`config.mk`:
```
export PLATFORM = sky130hd
export DESIGN_NAME = state_dump_unit
export DESIGN_NICKNAME = d
export VERILOG_FILES = /design/src/rtl/dump_pkg.sv /design/src/rtl/state_dump_unit.sv
export SDC_FILE = /design/constraint.sdc
export NUM_CORES = 1
export LEC_CHECK = 0
export BUFFER_PORTS_ARGS = -buffer_cell sky130_fd_sc_hd__buf_2
export CORE_MARGIN = 5
export CORE_UTILIZATION = 35
export CTS_CLUSTER_SIZE = 16
export DETAILED_ROUTE_END_ITERATION = 7
export PLACE_DENSITY = 0.68
export SLEW_MARGIN = 40
export SYNTH_ARGS = -nofsm -noshare
export SYNTH_HDL_FRONTEND = slang
export SYNTH_SLANG_ARGS = --single-unit
```
`constraint.sdc`:
```
create_clock -name clk_i -period 5.7 [get_ports clk_i]
set_input_delay 1.14 -clock clk_i [delete_from_list [all_inputs] [get_ports clk_i]]
set_output_delay 1.14 -clock clk_i [all_outputs]
set_load 0.005 [all_outputs]
```
`src/rtl/dump_pkg.sv`:
```
// Shared types and defaults for the architectural state dump unit.
package dump_pkg;

    typedef enum logic [2:0] {
        StIdle,
        StRfRd,
        StRfOut,
        StDmRd,
        StDmOut,
        StDone
    } dump_state_e;

    localparam logic TAG_RF = 1'b0;
    localparam logic TAG_DM = 1'b1;

    localparam int unsigned DefNumRegs = 32;
    localparam int unsigned DefDmBytes = 32;
    localparam int unsigned DefDataW   = 32;

    // Beat index width; bits 6:0 of the tag carry it.
    localparam int unsigned IdxW = 7;

endpackage

```
`src/rtl/state_dump_unit.sv`:
```
// Streams every general register, then the low data-memory bytes, as tagged valid/ready beats
// while holding the CPU frozen.
module state_dump_unit
    import dump_pkg::*;
#(
    parameter int unsigned NUM_REGS = DefNumRegs,
    parameter int unsigned DM_BYTES = DefDmBytes,
    parameter int unsigned DATA_W   = DefDataW
) (
    input  logic              clk_i,
    input  logic              rst_i,
    input  logic              start_i,
    output logic              cpu_hold_o,
    output logic              busy_o,
    output logic [4:0]        rf_addr_o,
    input  logic [DATA_W-1:0] rf_data_i,
    output logic [6:0]        dm_addr_o,
    input  logic [7:0]        dm_data_i,
    output logic              dump_valid_o,
    input  logic              dump_ready_i,
    output logic [DATA_W-1:0] dump_data_o,
    output logic [7:0]        dump_tag_o,
    output logic              dump_last_o,
    output logic              done_o
);

    localparam logic [IdxW-1:0] RfLastIdx = IdxW'(NUM_REGS - 1);
    localparam logic [IdxW-1:0] DmLastIdx = IdxW'(DM_BYTES - 1);

    dump_state_e       state_q;
    logic [IdxW-1:0]   idx_q;
    logic [IdxW-1:0]   idx_inc;
    logic              busy_q;
    logic              done_q;
    logic              valid_q;
    logic              last_q;
    logic [DATA_W-1:0] data_q;
    logic [7:0]        tag_q;
    logic [4:0]        rf_addr_q;
    logic [6:0]        dm_addr_q;

    assign idx_inc = idx_q + 1'b1;

    always_ff @(posedge clk_i) begin
        if (!rst_i) begin
            state_q   <= StIdle;
            idx_q     <= '0;
            busy_q    <= 1'b0;
            done_q    <= 1'b0;
            valid_q   <= 1'b0;
            last_q    <= 1'b0;
            data_q    <= '0;
            tag_q     <= '0;
            rf_addr_q <= '0;
            dm_addr_q <= '0;
        end else begin
            done_q <= 1'b0;
            unique case (state_q)
                StIdle: begin
                    if (start_i) begin
                        state_q   <= StRfRd;
                        idx_q     <= '0;
                        rf_addr_q <= '0;
                        busy_q    <= 1'b1;
                    end
                end
                StRfRd: begin
                    data_q  <= rf_data_i;
                    tag_q   <= {TAG_RF, idx_q};
                    last_q  <= 1'b0;
                    valid_q <= 1'b1;
                    state_q <= StRfOut;
                end
                StRfOut: begin
                    if (dump_ready_i) begin
                        valid_q <= 1'b0;
                        if (idx_q == RfLastIdx) begin
                            idx_q     <= '0;
                            dm_addr_q <= '0;
                            state_q   <= StDmRd;
                        end else begin
                            idx_q     <= idx_inc;
                            rf_addr_q <= idx_inc[4:0];
                            state_q   <= StRfRd;
                        end
                    end
                end
                StDmRd: begin
                    data_q  <= {{(DATA_W - 8){1'b0}}, dm_data_i};
                    tag_q   <= {TAG_DM, idx_q};
                    last_q  <= (idx_q == DmLastIdx);
                    valid_q <= 1'b1;
                    state_q <= StDmOut;
                end
                StDmOut: begin
                    if (dump_ready_i) begin
                        valid_q <= 1'b0;
                        // last only accompanies valid, so it falls with the final handshake
                        last_q  <= 1'b0;
                        if (idx_q == DmLastIdx) begin
                            done_q  <= 1'b1;
                            state_q <= StDone;
                        end else begin
                            idx_q     <= idx_inc;
                            dm_addr_q <= idx_inc;
                            state_q   <= StDmRd;
                        end
                    end
                end
                StDone: begin
                    busy_q  <= 1'b0;
                    state_q <= StIdle;
                end
                default: begin
                    state_q <= StIdle;
                    busy_q  <= 1'b0;
                    valid_q <= 1'b0;
                    last_q  <= 1'b0;
                end
            endcase
        end
    end

    assign busy_o       = busy_q;
    assign cpu_hold_o   = busy_q;
    assign rf_addr_o    = rf_addr_q;
    assign dm_addr_o    = dm_addr_q;
    assign dump_valid_o = valid_q;
    assign dump_data_o  = data_q;
    assign dump_tag_o   = tag_q;
    assign dump_last_o  = last_q;
    assign done_o       = done_q;

endmodule

```
=== Yosys cells after proc, flatten, opt, wreduce, memory -nomap -nowiden ===
Cells that the tools add are included.

* ROM bits: 0
* Bits in writable memories: 0
* Word-level logic and storage cells: 72
* Bits in latches: 0
* Bits of input ports: 44
* Memories kept: 0
* Flip-flop bits (word level): 66
* Output and inout port bits: 57

* $lt $le $gt $ge: 0
* Shift operators: 0
* Reductions and logical operators: 18
* Multipliers: 0
* Div/mod/pow operators: 0
* Multiplexer cells: 27
* Equal/unequal tests: 13
* Bitwise logic cells: 3
* $add $sub $neg: 1

{| class="wikitable"
|+ Operators with widths
! operator !! count
|-
| 32-bit case mux with 2 select lines || 1
|-
| 7-bit 2-to-1 mux || 7
|-
| 7-bit case mux with 3 select lines || 1
|-
| 8-bit case mux with 2 select lines || 1
|-
| 5-bit 2-to-1 mux || 3
|-
| 3-bit case mux with 5 select lines || 1
|-
| 7-bit case mux with 2 select lines || 1
|-
| 3-bit 2-to-1 mux || 4
|-
| 2-bit != test (second input constant) || 6
|-
| 5-bit case mux with 2 select lines || 1
|-
| 5-bit AND reduction || 2
|-
| 7-bit by 1-bit adder with 7-bit output (second input constant) || 1
|-
| 7-bit by 5-bit equality test with 1-bit output (second input constant) || 1
|-
| 3-bit by 2-bit equality test with 1-bit output (second input constant) || 2
|-
| 3-bit equality test (second input constant) || 2
|-
| 1-bit case mux with 3 select lines || 2
|-
| 2-bit AND reduction || 3
|-
| 3-bit AND reduction || 2
|-
| 2-bit nonzero test || 3
|-
| 2-bit OR reduction || 3
|-
| 4-bit AND reduction || 1
|-
| 4-bit OR reduction || 1
|-
| 3-bit by 1-bit equality test with 1-bit output (second input constant) || 1
|-
| 3-bit logical NOT || 1
|-
| 7 further kinds || 11
|}

=== Logic depth before layout (Yosys ltp) ===
Gate-level depths: netlist (run 1).

* Depth in word-level cells: 4
* Gate-level depth with buffers: 7
* Mapped depth without buffers: 5

=== Worst setup path before layout (run 1) ===
Ideal clock, no wire load.

* Kind: input to register
* Start: input port start_i
* End: register rf_addr_q[2], in the netlist rf_addr_o[2]
* Cell stages on the path: 4
* Library setup time: 0.067 ns
* Data required time: 5.633 ns
* Arrival: 2.203 ns
* Slack: 3.430 ns
* Path buffers: 1
* Path through: or4b_1 -> clkbuf_2 -> a2111o_1 -> a21oi_2

* Longest elaborated chain between the ends: 2

{| class="wikitable"
|+ RTL lines
! what !! RTL line !! RTL
|-
| from (decl) || state_dump_unit.sv:12 || <nowiki>input logic start_i,</nowiki>
|-
| 2-bit != test (no source line) || -- ||
|-
| 4-bit AND reduction (no source line) || -- ||
|-
| to (signal assigned) || state_dump_unit.sv:83 || <nowiki>rf_addr_q <= idx_inc[4:0];</nowiki>
|-
| to (decl) || state_dump_unit.sv:39 || <nowiki>logic [4:0] rf_addr_q;</nowiki>
|}

No other way between the ends.
A chain may end at the register's enable or synchronous reset.

=== Final worst setup path (run 1) ===
* Start: register state_q[0]
* End: register data_q[4], in the netlist dump_data_o[4]

* Longest elaborated chain between the ends: 2
* Elaborated cells on any way between the ends: 4
* Those cells by class: 2 x eq/ne; 1 x mux; 1 x reduce/logical

{| class="wikitable"
|+ RTL lines
! what !! RTL line !! RTL
|-
| from (decl) || state_dump_unit.sv:30 || <nowiki>dump_state_e state_q;</nowiki>
|-
| from (signal assigned) || state_dump_unit.sv:46 || <nowiki>state_q <= StIdle;</nowiki>
|-
| from (signal assigned) || state_dump_unit.sv:61 || <nowiki>state_q <= StRfRd;</nowiki>
|-
| from (signal assigned) || state_dump_unit.sv:72 || <nowiki>state_q <= StRfOut;</nowiki>
|-
| 3-bit by 2-bit equality test with 1-bit output or 3-bit by 1-bit equality test with 1-bit output (tied branches) || state_dump_unit.sv:58 || <nowiki>unique case (state_q)</nowiki>
|-
| 32-bit case mux with 2 select lines or 2-bit nonzero test (tied branches) || -- ||
|-
| to (signal assigned) || state_dump_unit.sv:68 || <nowiki>data_q <= rf_data_i;</nowiki>
|-
| to (signal assigned) || state_dump_unit.sv:89 || <nowiki>data_q <= {{(DATA_W - 8){1'b0}}, dm_data_i};</nowiki>
|-
| to (decl) || state_dump_unit.sv:37 || <nowiki>logic [DATA_W-1:0] data_q;</nowiki>
|}

Several ways; a longest one is shown, not always the timed one.

==> metrics.cfg, run 1 <==
[timing]
fin_ws_ns=3.26
setup_viol=0
final_slew_violations=0
hold_slack_ns=0.452
clock_skew_ns=0.00799
timing.slew.headroom_pct=47.7
finalCriticalPeriod_ns=2.44
aggregate_negative_setup_slack_ns=0
finalCritPeriodShare_pct=42.9
setup_repair_after_global_routing_missed_its_margin=false
max_freq_mhz=409
tightest_slew_ns=0.774
final_hold_violations=0

[cells_and_area]
drive_above_1_share_pct=30.6
most-common-layout-cells=sky130_fd_sc_hd__buf_2, sky130_fd_sc_hd__dfxtp_1, sky130_fd_sc_hd__nor2_1
post-route-util_pct=45.5
final_cell_count_no_fill=510
layout_commonest_cell=sky130_fd_sc_hd__buf_2
nets=448
synthToLayoutAreaGrowth_pct=26.7
antennaDiodeCount=0

[global_routing]
globalRouteTotalUtil_pct=15.5
grt_first_pass_wirelength_mm=12.5
grt_overflow_total=0
antenna_found_initial=0
grt_start_max_net_pins=55
grt_pass1_vias=2576

[drt]
post_drt_wl_per_cell_microns=14.7
route.vias.total=2654
drt.antenna.violating_nets=0
drt-initial-drc-count=194
viasPerCell=5.20
drt_first_pass_iters=5
route.final.wire_length_mm=7.48
detail_route.drc_violations=0

[critical_path]
cp_num_buf_inv=0
critPathMaxFanout=19
largest_delay_contributor_family_on_the_critical_path=simple AND/OR/NAND/NOR gates
cp_cell_sequence=nor2b_1 -> nand2_1 -> a311oi_1
setup.worst_path.class=flip-flop to flip-flop
start_kind=flip-flop
timing.critical_path.to_type=flip-flop
critical-path-slowest-cell=sky130_fd_sc_hd__dfxtp_1
critPathRequiredTime_ns=5.94
timing.critical_path.arrival_ns=2.68
worst_path_largest_cell_delay_ns=0.78

[yosys]
post_synth_fa_ha_maj_area_fraction_pct=0.451
synth_seq_cells=66
synth.yosys.warnings=0
synth-edff-count=0
synth-xor-area-share_pct=1.90
syn_inst=317
synth_top_family_by_area=compound AO/OA/AOI/OAI gates
synth_mux_area_share_pct=0
synth_async_sr_flop_share_pct=0
synth_compound_area_share_pct=26.2
synth_ff_type=sky130_fd_sc_hd__dfxtp_1
yosys.area_share.simple_pct=18.3
synth_area_sq_um=2770
synth_cell_types=45
mappedNetlistNets=362
synth-seq-area-share_pct=47.7
syn_area_per_cell_sq_um=8.75

[clocking]
clock_tree_from_tritoncts=done
insertion_delay_ns=0.34
cts-hold-fix-buffers=0
cts_sinks=66
postCtsResizedCells=0
path_clk_slew_ns=0.07
bufs_on_longest_clock_path=2
tritoncts.num_buffers=9
cts.root.buffer_cell=sky130_fd_sc_hd__clkbuf_8
cts_htree_levels=3
cts_setup_buffers=0

[floorplanning]
core.rowCount=32
standard_cell_core_area_sq_um=7730
initial_utilization_pct=35.9
ioPinCount=101
die_area_sq_um=9800
die-width_microns=99.0
chipHeight_microns=99.0

[place]
pre_cts_ws_ns=3.13
buffers_added_on_ports=100
place.gp.congestion=0.897
dpl.cell_count=494
post-dp-hpwl_mm=5.22

[min_path]
holdCritPathClass=flip-flop to flip-flop

[job]
maxCapViolCount=0

[power_and_ir_drop]
power.density_nw_per_um2=305
p_leak_uw=0.00148
worst_ir_drop_vdd_uv=108

[outcome]
outcome=complete, no violations

## routing by layer
layer,vias up,routed length (microns),global-route usage [%]
li1,1320,-,-
met1,1228,3280,19.3
met2,99,3420,23.7
met3,7,687,5.94
met4,0,89,7.14
met5,-,0,0
## power breakdown
part	internal [uW]	switching (uW)
logic	46.3	64.0
clock network	288	177
registers	479	16.9
## synth_stat cells (2+ instances only)
library cell / instances / area (sq um)
sky130_fd_sc_hd__a32o_1: 6 / 60.1
sky130_fd_sc_hd__nor2_1: 41 / 154
sky130_fd_sc_hd__nor2b_1: 3 / 18.8
sky130_fd_sc_hd__a41o_1: 2 / 20.0
sky130_fd_sc_hd__buf_6: 3 / 33.8
sky130_fd_sc_hd__xnor2_1: 6 / 52.6
sky130_fd_sc_hd__inv_1: 2 / 7.51
sky130_fd_sc_hd__clkbuf_1: 15 / 56.3
sky130_fd_sc_hd__o21ai_1: 2 / 10.0
sky130_fd_sc_hd__nand3_1: 13 / 65.1
sky130_fd_sc_hd__a22oi_1: 24 / 180
sky130_fd_sc_hd__o22ai_1: 4 / 25.0
sky130_fd_sc_hd__nand3b_1: 2 / 15.0
sky130_fd_sc_hd__nor3_1: 6 / 30.0
sky130_fd_sc_hd__a311oi_1: 8 / 70.1
sky130_fd_sc_hd__nand2_1: 34 / 128
sky130_fd_sc_hd__nand4_1: 2 / 12.5
sky130_fd_sc_hd__dfxtp_1: 66 / 1320
sky130_fd_sc_hd__o21ai_0: 13 / 65.1
sky130_fd_sc_hd__o21a_1: 3 / 22.5
sky130_fd_sc_hd__a21oi_1: 22 / 110
sky130_fd_sc_hd__o211ai_1: 7 / 52.6
sky130_fd_sc_hd__nand2b_1: 5 / 31.3
sky130_fd_sc_hd__buf_2: 6 / 30.0
sky130_fd_sc_hd__buf_4: 2 / 15.0
## stage by stage
stage	cell area (sq um)	total power [uW]
floorplan	2770	573
detailed placement	3280	617
global route	3510	1120
finish	3510	1070
CTS	3510	1080
global placement	3280	615
## sequential cells by signal (all words and copies together), names as in the netlist, 3 cells and up
register and cells:
rf_addr_o 5, dm_addr_o 7, dump_data_o 32, dump_tag_o 8, state_q 3, idx_q 7
## final cells by class
| type | count | area, sq um |
|---|---|---|
| Tap cell | 102 | 128 |
| Clock inverter | 6 | 105 |
| Sequential cell | 66 | 1320 |
| Timing Repair Buffer | 102 | 515 |
| Fill cell | 782 | 4220 |
| Clock buffer | 10 | 128 |
| Multi-Input combinational cell | 221 | 1300 |
| Inverter | 3 | 13.8 |
## logic make-up after synthesis
logic type      Yosys count
compound gates          101
xor+xnor                  6
fa+ha+maj                 1
buf+inv                  30
flops                    66
simple gates            113
## worst paths after layout
check                           slack [ns]  cells after the start             end          from
worst min-delay path                  0.45                      2    dm_addr_o[0]  dm_addr_o[0]
worst min register to register        0.45                      2    dm_addr_o[0]  dm_addr_o[0]
worst max-delay path                  3.26                      3  dump_data_o[4]    state_q[0]
worst max register to register        3.26                      3  dump_data_o[4]    state_q[0]
## worst min-delay path, stage by stage, from the launching register on
cell and delay, ns:
sky130_fd_sc_hd__dfxtp_1 0.31, sky130_fd_sc_hd__nand2_1 0.05, sky130_fd_sc_hd__o22ai_1 0.05
Power figures use the tool's default switching activity.
==> run 2: changes to the inputs <==
- PLACE_DENSITY: 0.68 -> 0.7
- clock period: 5.7 -> 2.2 ns (I/O delays scaled with it)
==> run 2 against run 1 <==
Final cell count is 1.8% higher. Worst setup slack worse by 3.1 ns. Sequential share of layout area is 0.62 points lower. Clock skew decreased by 0.0011 ns. Utilization is 0.71 points higher. Clock power grew 120%. Count of clock-buffer cells in the layout is 3 higher. Sequential cell count unchanged. Sequential power grew to 2.6 times the previous value. Design area grew 1.6%. Worst hold slack worse by 0.11 ns. Wire length increased by 3.7%.
==> metrics.cfg, run 2 (same netlist as run 1, synthesis figures left out) <==
[outcome]
outcome=complete, no violations  ; unchanged

[clocking]
cts-hold-fix-buffers=0  ; unchanged
path_clk_slew_ns=0.07  ; about the same
cts.root.buffer_cell=sky130_fd_sc_hd__clkbuf_8  ; unchanged
bufs_on_longest_clock_path=2  ; unchanged
cts_sinks=66  ; unchanged
cts_setup_buffers=0  ; unchanged
tritoncts.num_buffers=9  ; unchanged
insertion_delay_ns=0.33  ; was 0.34 ns
cts_htree_levels=3  ; unchanged
postCtsResizedCells=0  ; unchanged
clock_tree_from_tritoncts=done  ; unchanged

[critical_path]
setup.worst_path.class=flip-flop to flip-flop  ; unchanged
critPathMaxFanout=7  ; was 19
critPathRequiredTime_ns=2.46  ; was 5.94 ns
timing.critical_path.arrival_ns=2.28  ; was 2.68 ns
timing.critical_path.to_type=flip-flop  ; unchanged
start_kind=flip-flop  ; unchanged
timing.reg2reg.setup_slack_ns=0.18  ; was 3.26 ns

[global_routing]
grt_first_pass_wirelength_mm=12.9  ; was 12.5 mm
grt_start_max_net_pins=35  ; was 55
globalRouteTotalUtil_pct=15.9  ; was 15.5%
grt_overflow_total=0  ; unchanged
grt_pass1_vias=2771  ; was 2576
antenna_found_initial=0  ; unchanged

[cells_and_area]
synthToLayoutAreaGrowth_pct=28.7  ; was 26.7%
antennaDiodeCount=0  ; unchanged
most-common-layout-cells=sky130_fd_sc_hd__buf_2, sky130_fd_sc_hd__dfxtp_1, sky130_fd_sc_hd__nor2_1  ; unchanged
final_area_sq_um=3570  ; was 3510 sq um
nets=458  ; was 448
final_cell_count_no_fill=519  ; was 510
drive_above_1_share_pct=31.9  ; was 30.6%
largest_reg_flops=32  ; unchanged
layout_commonest_cell=sky130_fd_sc_hd__buf_2  ; unchanged

[floorplanning]
ioPinCount=101  ; unchanged
die-width_microns=99.0  ; unchanged
chipHeight_microns=99.0  ; unchanged
core.rowCount=32  ; unchanged
standard_cell_core_area_sq_um=7730  ; unchanged
initial_utilization_pct=35.9  ; unchanged
die_area_sq_um=9800  ; unchanged

[timing]
finalCritPeriodShare_pct=91.7  ; was 42.9%
finalCriticalPeriod_ns=2.02  ; was 2.44 ns
max_freq_mhz=496  ; was 409 MHz
tightest_slew_ns=0.651  ; was 0.774 ns
setup_repair_after_global_routing_missed_its_margin=false  ; unchanged
aggregate_negative_setup_slack_ns=0  ; unchanged
fin_ws_ns=0.183  ; was 3.26 ns
timing.slew.headroom_pct=56.5  ; was 47.7%
final_slew_violations=0  ; unchanged
final_hold_violations=0  ; unchanged
setup_viol=0  ; unchanged
clock_skew_ns=0.00684  ; was 0.00799 ns

[drt]
route.vias.total=2706  ; was 2654
detail_route.drc_violations=0  ; unchanged
viasPerCell=5.21  ; was 5.20
drt.antenna.violating_nets=0  ; unchanged
drt-initial-drc-count=162  ; was 194
post_drt_wl_per_cell_microns=14.9  ; was 14.7 microns
route.final.wire_length_mm=7.75  ; was 7.48 mm
drt_first_pass_iters=4  ; was 5

[place]
dpl.cell_count=504  ; was 494
buffers_added_on_ports=100  ; unchanged
post-dp-hpwl_mm=5.54  ; was 5.22 mm
pre_cts_ws_ns=0.217  ; was 3.13 ns
post_dp_cell_area_sq_um=3360  ; was 3280 sq um
place.gp.congestion=0.906  ; was 0.897

[job]
maxCapViolCount=0  ; unchanged

[power_and_ir_drop]
worst_ir_drop_vdd_uv=366  ; was 108 uV
p_leak_uw=0.00152  ; was 0.00148 uW
power.density_nw_per_um2=739  ; was 305 nW/um^2

[min_path]
holdCritPathClass=input port to flip-flop  ; was flip-flop to flip-flop

## run 2: changes by cell type in the layout (fill, tap and decap cells not counted), sizes merged
cell	previous run	this run
buf	102	112
bufinv	3	1
clkbuf	10	13
clkinv	3	1
## run 2: path summary, 6_finish.rpt
kind,start,endpoint,depth (start not counted)
max,idx_q[0],rf_addr_o[2],5
min,rf_data_i[29],dump_data_o[29],3
max reg2reg,idx_q[0],rf_addr_o[2],5
min reg2reg,dump_tag_o[0],dump_tag_o[0],2
## run 2: stage by stage
| step | hold WS [ns] | total power [uW] | utilization (%) |
|---|---|---|---|
| 5_1_grt | 0.335 | 2780 | 46.2 |
| 4_1_cts | 0.320 | 2670 | 46.2 |
| 6_report | 0.344 | 2640 | 46.2 |
| 3_3_place_gp | 0.444 | 1610 | 43.5 |
| 2_1_floorplan | 0.452 | 1480 | - |
| 3_5_place_dp | 0.446 | 1620 | 43.5 |
## run 2: power breakdown
part | total, uW | switching, uW | internal (uW)
sequential | 1270 | 29.9 | 1240
combinational | 324 | 187 | 137
clock | 1040 | 433 | 609
total | 2640 | 650 | 1990
## run 2: cell type report
| class | instances | area, sq um |
|---|---|---|
| fillers | 740 | 4160 |
| flip-flops and latches | 66 | 1320 |
| multi-input cells | 221 | 1300 |
| repair buffers | 112 | 603 |
| clock buffers | 13 | 169 |
| well taps | 102 | 128 |
| clock inverters | 2 | 35.0 |
| inverters | 3 | 11.3 |
## run 2: layer usage
| layer | GRT usage (%) | vias up | part of all wire (%) | wire [microns] |
|---|---|---|---|---|
| met5 | 0 | - | 0 | 0 |
| li1 | - | 1343 | - | - |
| met3 | 7.36 | 12 | 8.9 | 693 |
| met2 | 25.7 | 98 | 46 | 3570 |
| met4 | 5.15 | 0 | 1.3 | 97 |
| met1 | 18.8 | 1253 | 44 | 3390 |
## run 2: worst max-delay path: stages, from the launching register on
cell and delay (ns):
sky130_fd_sc_hd__dfxtp_1 0.37, sky130_fd_sc_hd__ha_1 0.29, sky130_fd_sc_hd__and4_1 0.33, sky130_fd_sc_hd__a211o_1 0.37, sky130_fd_sc_hd__a2111o_1 0.45, sky130_fd_sc_hd__a21oi_2 0.13
==> run 3: changes to the inputs <==
- BUFFER_PORTS_ARGS: -buffer_cell sky130_fd_sc_hd__buf_2 -> not set
- CAP_MARGIN: not set -> 20
- DONT_BUFFER_PORTS: not set -> 1
- PLACE_DENSITY: 0.7 -> 0.59
==> run 3 against run 2 <==
Utilization is 7.2 points lower. Sequential power hardly changed. Final cell count is 19% lower. Worst hold slack worse by 0.094 ns. Count of clock-buffer cells in the layout is 2 lower. Clock power is 16% lower. Highest routed layer unchanged.
==> metrics.cfg, run 3 (same netlist as run 1, synthesis figures left out) <==
[cells_and_area]
largest_reg_flops=32  ; unchanged
most-common-layout-cells=sky130_fd_sc_hd__dfxtp_1, sky130_fd_sc_hd__nor2_1, sky130_fd_sc_hd__nand2_1  ; was sky130_fd_sc_hd__buf_2, sky130_fd_sc_hd__dfxtp_1, sky130_fd_sc_hd__nor2_1
layout_commonest_cell=sky130_fd_sc_hd__dfxtp_1  ; was sky130_fd_sc_hd__buf_2
nets=358  ; was 458
antennaDiodeCount=0  ; unchanged
synthToLayoutAreaGrowth_pct=8.53  ; was 28.7%
final_cell_count_no_fill=418  ; was 519
drive_above_1_share_pct=10.1  ; was 31.9%

[timing]
finalCriticalPeriod_ns=1.99  ; was 2.02 ns
setup_repair_after_global_routing_missed_its_margin=false  ; unchanged
final_slew_violations=0  ; unchanged
setup_viol=0  ; unchanged
aggregate_negative_setup_slack_ns=0  ; unchanged
tightest_slew_ns=0.546  ; was 0.651 ns
final_hold_violations=0  ; unchanged
finalCritPeriodShare_pct=90.5  ; was 91.7%
timing.slew.headroom_pct=63.5  ; was 56.5%
clock_skew_ns=0.00501  ; was 0.00684 ns
max_freq_mhz=502  ; was 496 MHz

[critical_path]
largest_delay_contributor_family_on_the_critical_path=compound AO/OA/AOI/OAI gates  ; unchanged
worst_r2r_startpoint=idx_q[0]  ; unchanged
timing.reg2reg.setup_slack_ns=0.21  ; was 0.18 ns
critPathRequiredTime_ns=2.48  ; was 2.46 ns
r2r_cells=5  ; unchanged
critPathMaxFanout=7  ; unchanged
setup.worst_path.class=flip-flop to flip-flop  ; unchanged
start_kind=flip-flop  ; unchanged
timing.critical_path.to_type=flip-flop  ; unchanged
reg2reg_to=dm_addr_o[4]  ; was rf_addr_o[2]
worst_path_largest_cell_delay_ns=0.46  ; was 0.45 ns
critical-path-slowest-cell=sky130_fd_sc_hd__dfxtp_1  ; was sky130_fd_sc_hd__a2111o_1
timing.critical_path.arrival_ns=2.27  ; was 2.28 ns
cp_num_buf_inv=0  ; unchanged
cp_cell_sequence=ha_1 -> and4_1 -> a21oi_1 -> o21ai_1 -> a32o_1  ; was ha_1 -> and4_1 -> a211o_1 -> a2111o_1 -> a21oi_2

[drt]
drt.antenna.violating_nets=0  ; unchanged
post_drt_wl_per_cell_microns=17.5  ; was 14.9 microns
detail_route.drc_violations=0  ; unchanged
drt-initial-drc-count=105  ; was 162
route.final.wire_length_mm=7.30  ; was 7.75 mm
viasPerCell=5.63  ; was 5.21
drt_first_pass_iters=5  ; was 4
route.vias.total=2353  ; was 2706

[global_routing]
grt_pass1_vias=2343  ; was 2771
grt_start_max_net_pins=42  ; was 35
globalRouteTotalUtil_pct=14.9  ; was 15.9%
antenna_found_initial=0  ; unchanged
grt_overflow_total=0  ; unchanged
grt_first_pass_wirelength_mm=11.8  ; was 12.9 mm

[power_and_ir_drop]
p_leak_uw=0.00101  ; was 0.00152 uW
switching_share_pct=26.8  ; was 24.6%
clock_power_share_pct=36.6  ; was 39.5%
power.internal_uw=1740  ; was 1990 uW
power.sequential.fraction_pct=54.0  ; was 48.2%
power.density_nw_per_um2=792  ; was 739 nW/um^2
worst_ir_drop_vdd_uv=277  ; was 366 uV
gate_power_share_pct=9.4  ; was 12.3%
p_sw_uw=639  ; was 650 uW

[clocking]
insertion_delay_ns=0.34  ; was 0.33 ns
tritoncts.num_buffers=9  ; unchanged
cts-hold-fix-buffers=0  ; unchanged
cts.root.buffer_cell=sky130_fd_sc_hd__clkbuf_8  ; unchanged
cts_sinks=66  ; unchanged
postCtsResizedCells=0  ; unchanged
clock_tree_from_tritoncts=done  ; unchanged
cts_htree_levels=3  ; unchanged
cts_setup_buffers=0  ; unchanged
bufs_on_longest_clock_path=2  ; unchanged
path_clk_slew_ns=0.07  ; about the same

[floorplanning]
chipHeight_microns=99.0  ; unchanged
die_area_sq_um=9800  ; unchanged
ioPinCount=101  ; unchanged
standard_cell_core_area_sq_um=7730  ; unchanged
die-width_microns=99.0  ; unchanged
core.rowCount=32  ; unchanged
initial_utilization_pct=35.9  ; unchanged

[place]
post-dp-hpwl_mm=5.08  ; was 5.54 mm
place.gp.congestion=0.878  ; was 0.906
buffers_added_on_ports=0  ; was 100
dpl.cell_count=404  ; was 504

[min_path]
holdCritPathClass=input port to flip-flop  ; unchanged
hp-start=rf_data_i[14]  ; was rf_data_i[29]
timing.hold.worst_path_depth=2  ; was 3
whs_endpoint=dump_data_o[14]  ; was dump_data_o[29]

[job]
maxCapViolCount=0  ; unchanged

[outcome]
outcome=complete, no violations  ; unchanged

-- run 3: routing by layer --
metal  track usage (%)  routed length [microns]  up-vias
met5                 0                        0        -
met4              7.35                      143        0
met3              5.66                      674       15
met2              21.9                     3240      112
met1              19.1                     3240     1085
li1                  -                        -     1141
-- run 3: power groups by stage --
stage	logic, uW	clock network, uW	registers, uW
finish	224	872	1290
global route	254	944	1290
CTS	223	904	1290
detailed placement	223	0	1310
global placement	221	0	1310
floorplan	188	0	1300
-- run 3: layout make-up --
type	count	area, sq um
timing repair buffer	12	90.1
clock buffer	11	141
sequential	66	1320
inverter	3	11.3
tap	102	128
fill	774	4720
multi-input combinational	221	1300
clock inverter	3	17.5
-- run 3: worst max-delay path by stage --
stage	startpoint	to	slack, ns	depth (start not counted)
2_1_floorplan	idx_q[0]	rf_addr_o[2]	0.33	6
3_3_place_gp	idx_q[0]	rf_addr_o[2]	0.32	5
3_5_place_dp	idx_q[0]	dm_addr_o[4]	0.22	5
4_1_cts	idx_q[0]	dm_addr_o[4]	0.24	5
5_1_grt	idx_q[0]	dm_addr_o[4]	0.09	5
6_report	idx_q[0]	dm_addr_o[4]	0.21	5
-- run 3: per-stage QoR --
stage	utilization, %	cell area, sq um	hold slack [ns]	total power [uW]	worst slack, ns
5_1_grt	38.9	3010	0.241	2490	0.0936
6_report	38.9	3010	0.249	2380	0.209
3_3_place_gp	36.9	2850	0.473	1540	0.324
2_1_floorplan	-	2770	0.452	1480	0.330
3_5_place_dp	36.9	2850	0.473	1540	0.218
4_1_cts	38.9	3010	0.230	2410	0.236
-- run 3: worst register-to-register path, cell delays in order (launching register included) --
cell                      delay (ns)
sky130_fd_sc_hd__dfxtp_1        0.46
sky130_fd_sc_hd__ha_1           0.31
sky130_fd_sc_hd__and4_1         0.43
sky130_fd_sc_hd__a21oi_1        0.14
sky130_fd_sc_hd__o21ai_1        0.37
sky130_fd_sc_hd__a32o_1         0.23
